**config.mk**
```make
export PLATFORM = sky130hd
export DESIGN_NAME = pipe_hazard_ctl
export DESIGN_NICKNAME = d
export VERILOG_FILES = /design/src/rtl/pipe_hazard_ctl.sv
export SDC_FILE = /design/constraint.sdc
export NUM_CORES = 1
export LEC_CHECK = 0
export CAP_MARGIN = 20
export CORE_ASPECT_RATIO = 0.7
export CORE_UTILIZATION = 50
export CTS_BUF_LIST = sky130_fd_sc_hd__clkbuf_8
export DETAILED_ROUTE_END_ITERATION = 10
export GPL_TIMING_DRIVEN = 0
export PLACE_DENSITY = 0.78
export SLEW_MARGIN = 20
export SYNTH_ARGS = -nofsm -noshare
export SYNTH_HDL_FRONTEND = slang
export SYNTH_SLANG_ARGS = --single-unit
```
**constraint.sdc**
```tcl
create_clock -name clk -period 2.55 [get_ports clk]
set_input_delay 0.255 -clock clk [delete_from_list [all_inputs] [get_ports clk]]
set_output_delay 0.255 -clock clk [all_outputs]
set_load 0.01 [all_outputs]
```
**src/rtl/pipe_hazard_ctl.sv**
```systemverilog
// Stall/flush controller for the five-stage pipeline: post-reset clearing, load-use bubbles,
// taken-branch flushes and data-memory waits with a timeout, plus saturating statistics.
module pipe_hazard_ctl #(
    parameter int INIT_CYCLES = 3,
    parameter int MEM_TIMEOUT = 255,
    parameter int CNT_W       = 16
) (
    input  logic             clk,
    input  logic             rst,
    input  logic [4:0]       id_rs,
    input  logic [4:0]       id_rt,
    input  logic             id_ex_memread,
    input  logic [4:0]       id_ex_rt,
    input  logic             branch_taken,
    input  logic             dmem_req,
    input  logic             dmem_ready,
    output logic             pc_en,
    output logic             if_id_en,
    output logic             id_ex_en,
    output logic             ex_mem_en,
    output logic             mem_wb_en,
    output logic             if_id_flush,
    output logic             id_ex_flush,
    output logic             ex_mem_flush,
    output logic [CNT_W-1:0] stall_cnt,
    output logic [CNT_W-1:0] flush_cnt,
    output logic             timeout_err
);

    localparam int IW = (INIT_CYCLES > 1) ? $clog2(INIT_CYCLES) : 1;
    localparam int WW = $clog2(MEM_TIMEOUT + 1);

    typedef enum logic [1:0] {
        ST_INIT     = 2'd0,
        ST_RUN      = 2'd1,
        ST_MEM_WAIT = 2'd2
    } state_e;

    state_e           state_q, state_d;
    logic [IW-1:0]    init_cnt_q, init_cnt_d;
    logic [WW-1:0]    wait_cnt_q, wait_cnt_d;
    logic [CNT_W-1:0] stall_cnt_q, stall_cnt_d;
    logic [CNT_W-1:0] flush_cnt_q, flush_cnt_d;
    logic             timeout_err_q, timeout_err_d;

    logic apply_rules;
    logic branch_fire;
    logic load_use;

    assign load_use = id_ex_memread && (id_ex_rt != 5'd0) &&
                      ((id_ex_rt == id_rs) || (id_ex_rt == id_rt));

    // NOTE: every output and next-state is given a default before the case so no path
    // leaves a variable unassigned, which would otherwise infer a latch.
    always_comb begin
        pc_en         = 1'b0;
        if_id_en      = 1'b0;
        id_ex_en      = 1'b0;
        ex_mem_en     = 1'b0;
        mem_wb_en     = 1'b0;
        if_id_flush   = 1'b0;
        id_ex_flush   = 1'b0;
        ex_mem_flush  = 1'b0;
        state_d       = state_q;
        init_cnt_d    = init_cnt_q;
        wait_cnt_d    = wait_cnt_q;
        timeout_err_d = timeout_err_q;
        apply_rules   = 1'b0;
        branch_fire   = 1'b0;

        case (state_q)
            ST_INIT: begin
                if_id_flush  = 1'b1;
                id_ex_flush  = 1'b1;
                ex_mem_flush = 1'b1;
                if (init_cnt_q == IW'(INIT_CYCLES - 1)) begin
                    init_cnt_d = '0;
                    state_d    = ST_RUN;
                end else begin
                    init_cnt_d = init_cnt_q + IW'(1);
                end
            end
            ST_RUN: begin
                if (dmem_req && !dmem_ready) begin
                    wait_cnt_d = WW'(1);
                    state_d    = ST_MEM_WAIT;
                end else begin
                    apply_rules = 1'b1;
                end
            end
            ST_MEM_WAIT: begin
                // The RUN cycle that entered this state already counted as stall cycle one.
                if (dmem_ready || (wait_cnt_q == WW'(MEM_TIMEOUT))) begin
                    apply_rules = 1'b1;
                    wait_cnt_d  = '0;
                    state_d     = ST_RUN;
                    if (!dmem_ready) timeout_err_d = 1'b1;
                end else begin
                    wait_cnt_d = wait_cnt_q + WW'(1);
                end
            end
            default: state_d = ST_INIT;
        endcase

        if (apply_rules) begin
            if (branch_taken) begin
                branch_fire  = 1'b1;
                pc_en        = 1'b1;
                if_id_en     = 1'b1;
                id_ex_en     = 1'b1;
                ex_mem_en    = 1'b1;
                mem_wb_en    = 1'b1;
                if_id_flush  = 1'b1;
                id_ex_flush  = 1'b1;
                ex_mem_flush = 1'b1;
            end else if (load_use) begin
                id_ex_flush = 1'b1;
                ex_mem_en   = 1'b1;
                mem_wb_en   = 1'b1;
            end else begin
                pc_en     = 1'b1;
                if_id_en  = 1'b1;
                id_ex_en  = 1'b1;
                ex_mem_en = 1'b1;
                mem_wb_en = 1'b1;
            end
        end
    end

    always_comb begin
        stall_cnt_d = stall_cnt_q;
        flush_cnt_d = flush_cnt_q;
        if ((state_q != ST_INIT) && !pc_en && (stall_cnt_q != '1))
            stall_cnt_d = stall_cnt_q + CNT_W'(1);
        if (branch_fire && (flush_cnt_q != '1))
            flush_cnt_d = flush_cnt_q + CNT_W'(1);
    end

    // NOTE: sequential state uses non-blocking assignments so every register samples the
    // pre-edge values; the asynchronous reset clears all state, counters included.
    always_ff @(posedge clk or negedge rst) begin
        if (!rst) begin
            state_q       <= ST_INIT;
            init_cnt_q    <= '0;
            wait_cnt_q    <= '0;
            stall_cnt_q   <= '0;
            flush_cnt_q   <= '0;
            timeout_err_q <= 1'b0;
        end else begin
            state_q       <= state_d;
            init_cnt_q    <= init_cnt_d;
            wait_cnt_q    <= wait_cnt_d;
            stall_cnt_q   <= stall_cnt_d;
            flush_cnt_q   <= flush_cnt_d;
            timeout_err_q <= timeout_err_d;
        end
    end

    assign stall_cnt   = stall_cnt_q;
    assign flush_cnt   = flush_cnt_q;
    assign timeout_err = timeout_err_q;

endmodule

```
## Yosys cells after proc, flatten, opt, wreduce, memory -nomap -nowiden

Index checks and enable logic that the tools add are counted.

| word-level totals | value |
|---|---|
| input port bits | 21 |
| output and inout port bits | 41 |
| register bits after elaboration | 45 |

| operators by class | value |
|---|---|
| add/sub/neg operators | 4 |
| bitwise gates (word level) | 1 |
| reductions and logical operators | 17 |
| muxes and demuxes | 23 |
| equality and inequality tests | 11 |

Operator list:

| cell | count |
|---|---|
| adder 16 x 1 -> 16 bit, second input constant | 2 |
| inequality test 16 bit, second input constant | 2 |
| two-way mux 8 bit | 2 |
| one-hot mux 8 bit (2 select lines) | 1 |
| two-way mux 1 bit | 14 |
| == test 5 bit | 2 |
| adder 8 x 1 -> 8 bit, second input constant | 1 |
| == test 8 bit, second input constant | 1 |
| two-way mux 2 bit | 4 |
| logical AND 1 bit | 6 |
| inequality test 2 bit, second input constant | 3 |
| one-hot mux 2 bit (3 select lines) | 1 |
| AND reduction 3 bit | 2 |
| nonzero test 5 bit | 1 |
| == test 2 bit, second input constant | 2 |
| nonzero test 2 bit | 2 |
| adder 2 x 1 -> 2 bit, second input constant | 1 |
| == test 2 x 1 -> 1 bit, second input constant | 1 |
| zero test 1 bit | 2 |
| zero test 2 bit | 1 |
| logical OR 1 bit | 2 |
| one-hot mux 1 bit (2 select lines) | 1 |
| AND reduction 2 bit | 1 |
| inverter 1 bit | 1 |

## Longest topological paths before layout

| logic depth | value |
|---|---|
| word-level depth | 9 |
| mapped depth | 9 |
| depth with buffers taken out | 9 |

## Least setup slack after synthesis

No wires, ideal clock.

| timing path | value |
|---|---|
| path kind | register to register |
| from | reg state_q[0] |
| to | reg stall_cnt_q[1] (netlist: stall_cnt[1]) |
| cell stages (with the launch flop) | 9 |
| required time | 2.423 ns |
| data arrival time | 2.028 ns |
| setup time | 0.127 ns |
| path slack | 0.395 ns |
| period minus slack after synthesis | 2.155 ns |
| path buffers | 0 |
| path through | dfrtp_1 -> inv_1 -> ha_1 -> o21ai_0 -> o21ai_0 -> o21a_1 -> o31a_4 -> nor3_4 -> mux2_1 |

| between the ends | value |
|---|---|
| longest elaborated chain between the ends | 6 |
| elaborated cells on any way between the ends | 8 |

Ends and longest elaborated chain:

| what | RTL line | RTL |
|---|---|---|
| from (decl) | 39 | `state_e state_q, state_d;` |
| from (signal assigned) | 150 | `state_q <= state_d;` |
| == test 2 bit / == test 2 x 1 -> 1 bit (equally long branches) | 71 | `case (state_q)` |
| one-hot mux 1 bit (2 select lines) (*) | 71 |  |
| two-way mux 1 bit (*) | -- |  |
| via id_ex_en | 19 | `output logic id_ex_en,` |
| zero test 1 bit (*) | 133 | `if ((state_q != ST_INIT) && !pc_en && (stall_cnt_q != '1))` |
| logical AND 1 bit (*) (2 in series) | 133 |  |
| to (signal assigned) | 153 | `stall_cnt_q <= stall_cnt_d;` |
| to (decl) | 42 | `logic [CNT_W-1:0] stall_cnt_q, stall_cnt_d;` |

The timed path passes the listed nets; every way through them passes the cells marked *.
A chain may end at the register's enable or synchronous reset.

## Worst setup path in the final report

| timing path | value |
|---|---|
| from | reg state_q[1] |
| to | out mem_wb_en |

| between the ends | value |
|---|---|
| longest elaborated chain between the ends | 3 |
| elaborated cells on any way between the ends | 4 |

Ends and longest elaborated chain:

| what | RTL line | RTL |
|---|---|---|
| == test 2 bit / == test 2 x 1 -> 1 bit (equally long branches) | 71 |  |
| one-hot mux 1 bit (2 select lines) (*) | 71 |  |
| two-way mux 1 bit (*) | 105 | `if (apply_rules) begin` |
| to (decl) | 21 | `output logic mem_wb_en,` |

Every way passes the cells marked *; elsewhere a longest branch is shown, timed or not.

==> metrics <==
Final Critical Period 2.48 ns; setup TNS 0 ns; sw frac 34.9%; Overflow after GRT 0; max-capacitance violation count 0; ys async rst share 100%; clock slew at reported path FFs 0.09 ns; Ant. Diodes 0; vias in the first global route 1727; crit-path cells inv_1 > ha_1 > o21ai_1 > o21ai_2 > o21a_2 > buf_4 > buf_4 > clkdlybuf4s50_1; run status finished, violations left; Yosys cell types 36; Worst EP arrival 2.22 ns; fin cells 364; Tcrit/Tclk final 97.2%; die width 84.4 um; Mapped Area 0.00238 mm2; Clock Root Buffer clkbuf_8; die height 59.7 um; die area 0.00504 mm2; CTS tree yes; core area 0.00445 mm2; Hold Fails Final Rpt 0; Worst path most repeated cell buf_4; Critical Path RT 2.30 ns; YS warnings 0; top_reg_cell synth dfrtp_1; CP endpoint kind primary output; register area share after synthesis 47.3%; Pwr Total 2.75 mW; DRC viols 6; Max Freq 404 MHz; H-tree levels 2; VDD IR max 0.526 mV; number of flops mapped to enable cells by yosys 0; failing checks DRC; slowest stage delay, CP 0.46 ns; Setup CP Type reg2out; PortBufs 61; initial DRC count 128; # clock sinks 45; vias post-DR 1963; worst slew pin tran 0.551 ns; clk_skew 0.00848 ns; Detail Route Antenna Nets 0; Layout Nets 335; HPWL Detailed 3.78 mm; Row Count 20; io pins 62; Pwr Density 836 mW/mm2; RSZ-0062 raised after global routing false; Num CTS Buffers 5; number of synthesized register bits 45; most common cell after layout, fill and taps aside clkdlybuf4s50_1; CP max FO 4; Post-Syn Instances 232; combined area of the multi-input logic cells 0.00123 mm2; most frequent cells in the layout clkdlybuf4s50_1, dfrtp_1, xnor2_1; CTS max path bufs 2; Slew headroom 63.3%; DP Cell Count 349; net load switching power 0.960 mW; post-route core utilization 73.9%; initial antenna violation count 0; pin count of the biggest net entering global routing 28; Clock Latency Late Sink 0.31 ns; Pint 1.79 mW; final slew viol count 0; sequential share of power 35.3%; first-pass GRT wire length 8.40 mm; area post-placement 0.00307 mm2; initial core utilization 53.4%; Tot GR Track Use 22.0%; Final GP Congestion 0.790; Area Overhead vs Synth 38.5%; HP Class in2async; fill count 352; WL final 5.35 mm; Setup violations, final 0; Post-Syn Nets 259; Logic pwr share 44.4%; final instance area 0.00329 mm2; Register Area 0.00113 mm2; P_leak 1.43 nW; Syn Area/Cell 10.3 um2; Routed WL per cell 14.7 um; fraction of layout cells with a size suffix above 1 12.3%; slowest library cell on the worst path clkdlybuf4s50_1; startpoint types flip-flop; via density per instance 5.39; Clock Power Share 20.4%; Detailed Routing Iterations Pass 1 7
[final timing paths]
path | startpoint | endpoint | slack [ns] | cells after the start
setup / recovery | state_q[1]$_DFFE_PN0P_ | mem_wb_en | 0.07 | 8
hold / removal | rst | flush_cnt[6]$_DFFE_PN0P_ | 0.41 | 2
setup reg to reg | state_q[1]$_DFFE_PN0P_ | flush_cnt[15]$_DFFE_PN0P_ | 0.13 | 12
hold reg to reg | wait_cnt_q[6]$_DFFE_PN0P_ | wait_cnt_q[6]$_DFFE_PN0P_ | 0.49 | 1
max in group asynchronous | rst | flush_cnt[2]$_DFFE_PN0P_ | 1.65 | 3
min in group clk | wait_cnt_q[6]$_DFFE_PN0P_ | wait_cnt_q[6]$_DFFE_PN0P_ | 0.49 | 1
[routing by layer]
metal	wire length, um	track usage (%)	vias to the layer above
li1	-	-	956
met1	2630	33.2	947
met2	2380	32.1	55
met3	306	4.42	5
met4	43	7.26	0
met5	0	0	-
[worst max-delay path: cells and delay by family, from the launching register on]
kind	cells	cell delay, ns
AO/OA/AOI/OAI	3	0.48
adder cells (fa/ha/maj)	1	0.22
flip-flops	1	0.42
buffers and inverters	4	0.80
[stage by stage]
| step | setup WS, ns | hold slack (ns) |
|---|---|---|
| after detailed placement | -0.183 | 0.217 |
| final | 0.0720 | 0.407 |
| after CTS | 0.00135 | 0.423 |
| after global placement | -0.178 | 0.458 |
| after global routing | 0.0224 | 0.462 |
| after floorplan | 0.395 | -0.0406 |
[cell type report]
type	count	share of cell area, %
multi-input combinational	174	37.4
buffer	5	1.03
sequential	45	34.2
clock inverter	2	1.03
tap	55	2.09
inverter	8	0.912
clock buffer	6	2.51
timing repair buffer	69	20.9
[repair_timing]
action | 4_1_cts | 5_1_grt
hold buffers | 1 | 0
pin swaps | 1 | 2
setup endpoints to repair | 8 | 6
resized for setup | 7 | 13
buffers inserted | 3 | 3
endpoints found under the hold margin | 18 | 0
[cell families after synthesis]
logic type	Yosys count	synth area share, %
mux	2	0.947
xor+xnor	42	15.5
fa+ha+maj	6	3.16
buf+inv	13	2.68
simple gates	94	20.5
compound gates	30	9.94
flops	45	47.3
[registers in the layout, summed over array words and instances (netlist names)]
register and flops:
init_cnt_q 2, flush_cnt 16, state_q 2, timeout_err 1
wait_cnt_q 8, stall_cnt 16
[cell usage after synthesis, types with 5 or more instances]
library cell	instances	area share (%)
nor2_1	18	2.8
ha_1	6	3.2
xnor2_1	28	10
nor3_1	5	1.1
nand2_1	23	3.6
inv_1	8	1.3
dfrtp_1	45	47
nand4_1	6	1.6
and3_1	10	2.6
o21ai_0	10	2.1
nand3_1	21	4.4
xor2_1	14	5.2
[power by group through the flow]
stage	Sequential [mW]	Combinational, mW	Clock [mW]
after floorplan	0.991	0.626	0
after global placement	0.972	1.10	0
after detailed placement	0.976	1.13	0
after CTS	0.967	1.18	0.570
after global routing	0.986	1.33	0.600
final	0.970	1.22	0.560
Power figures use the tool's default switching activity.
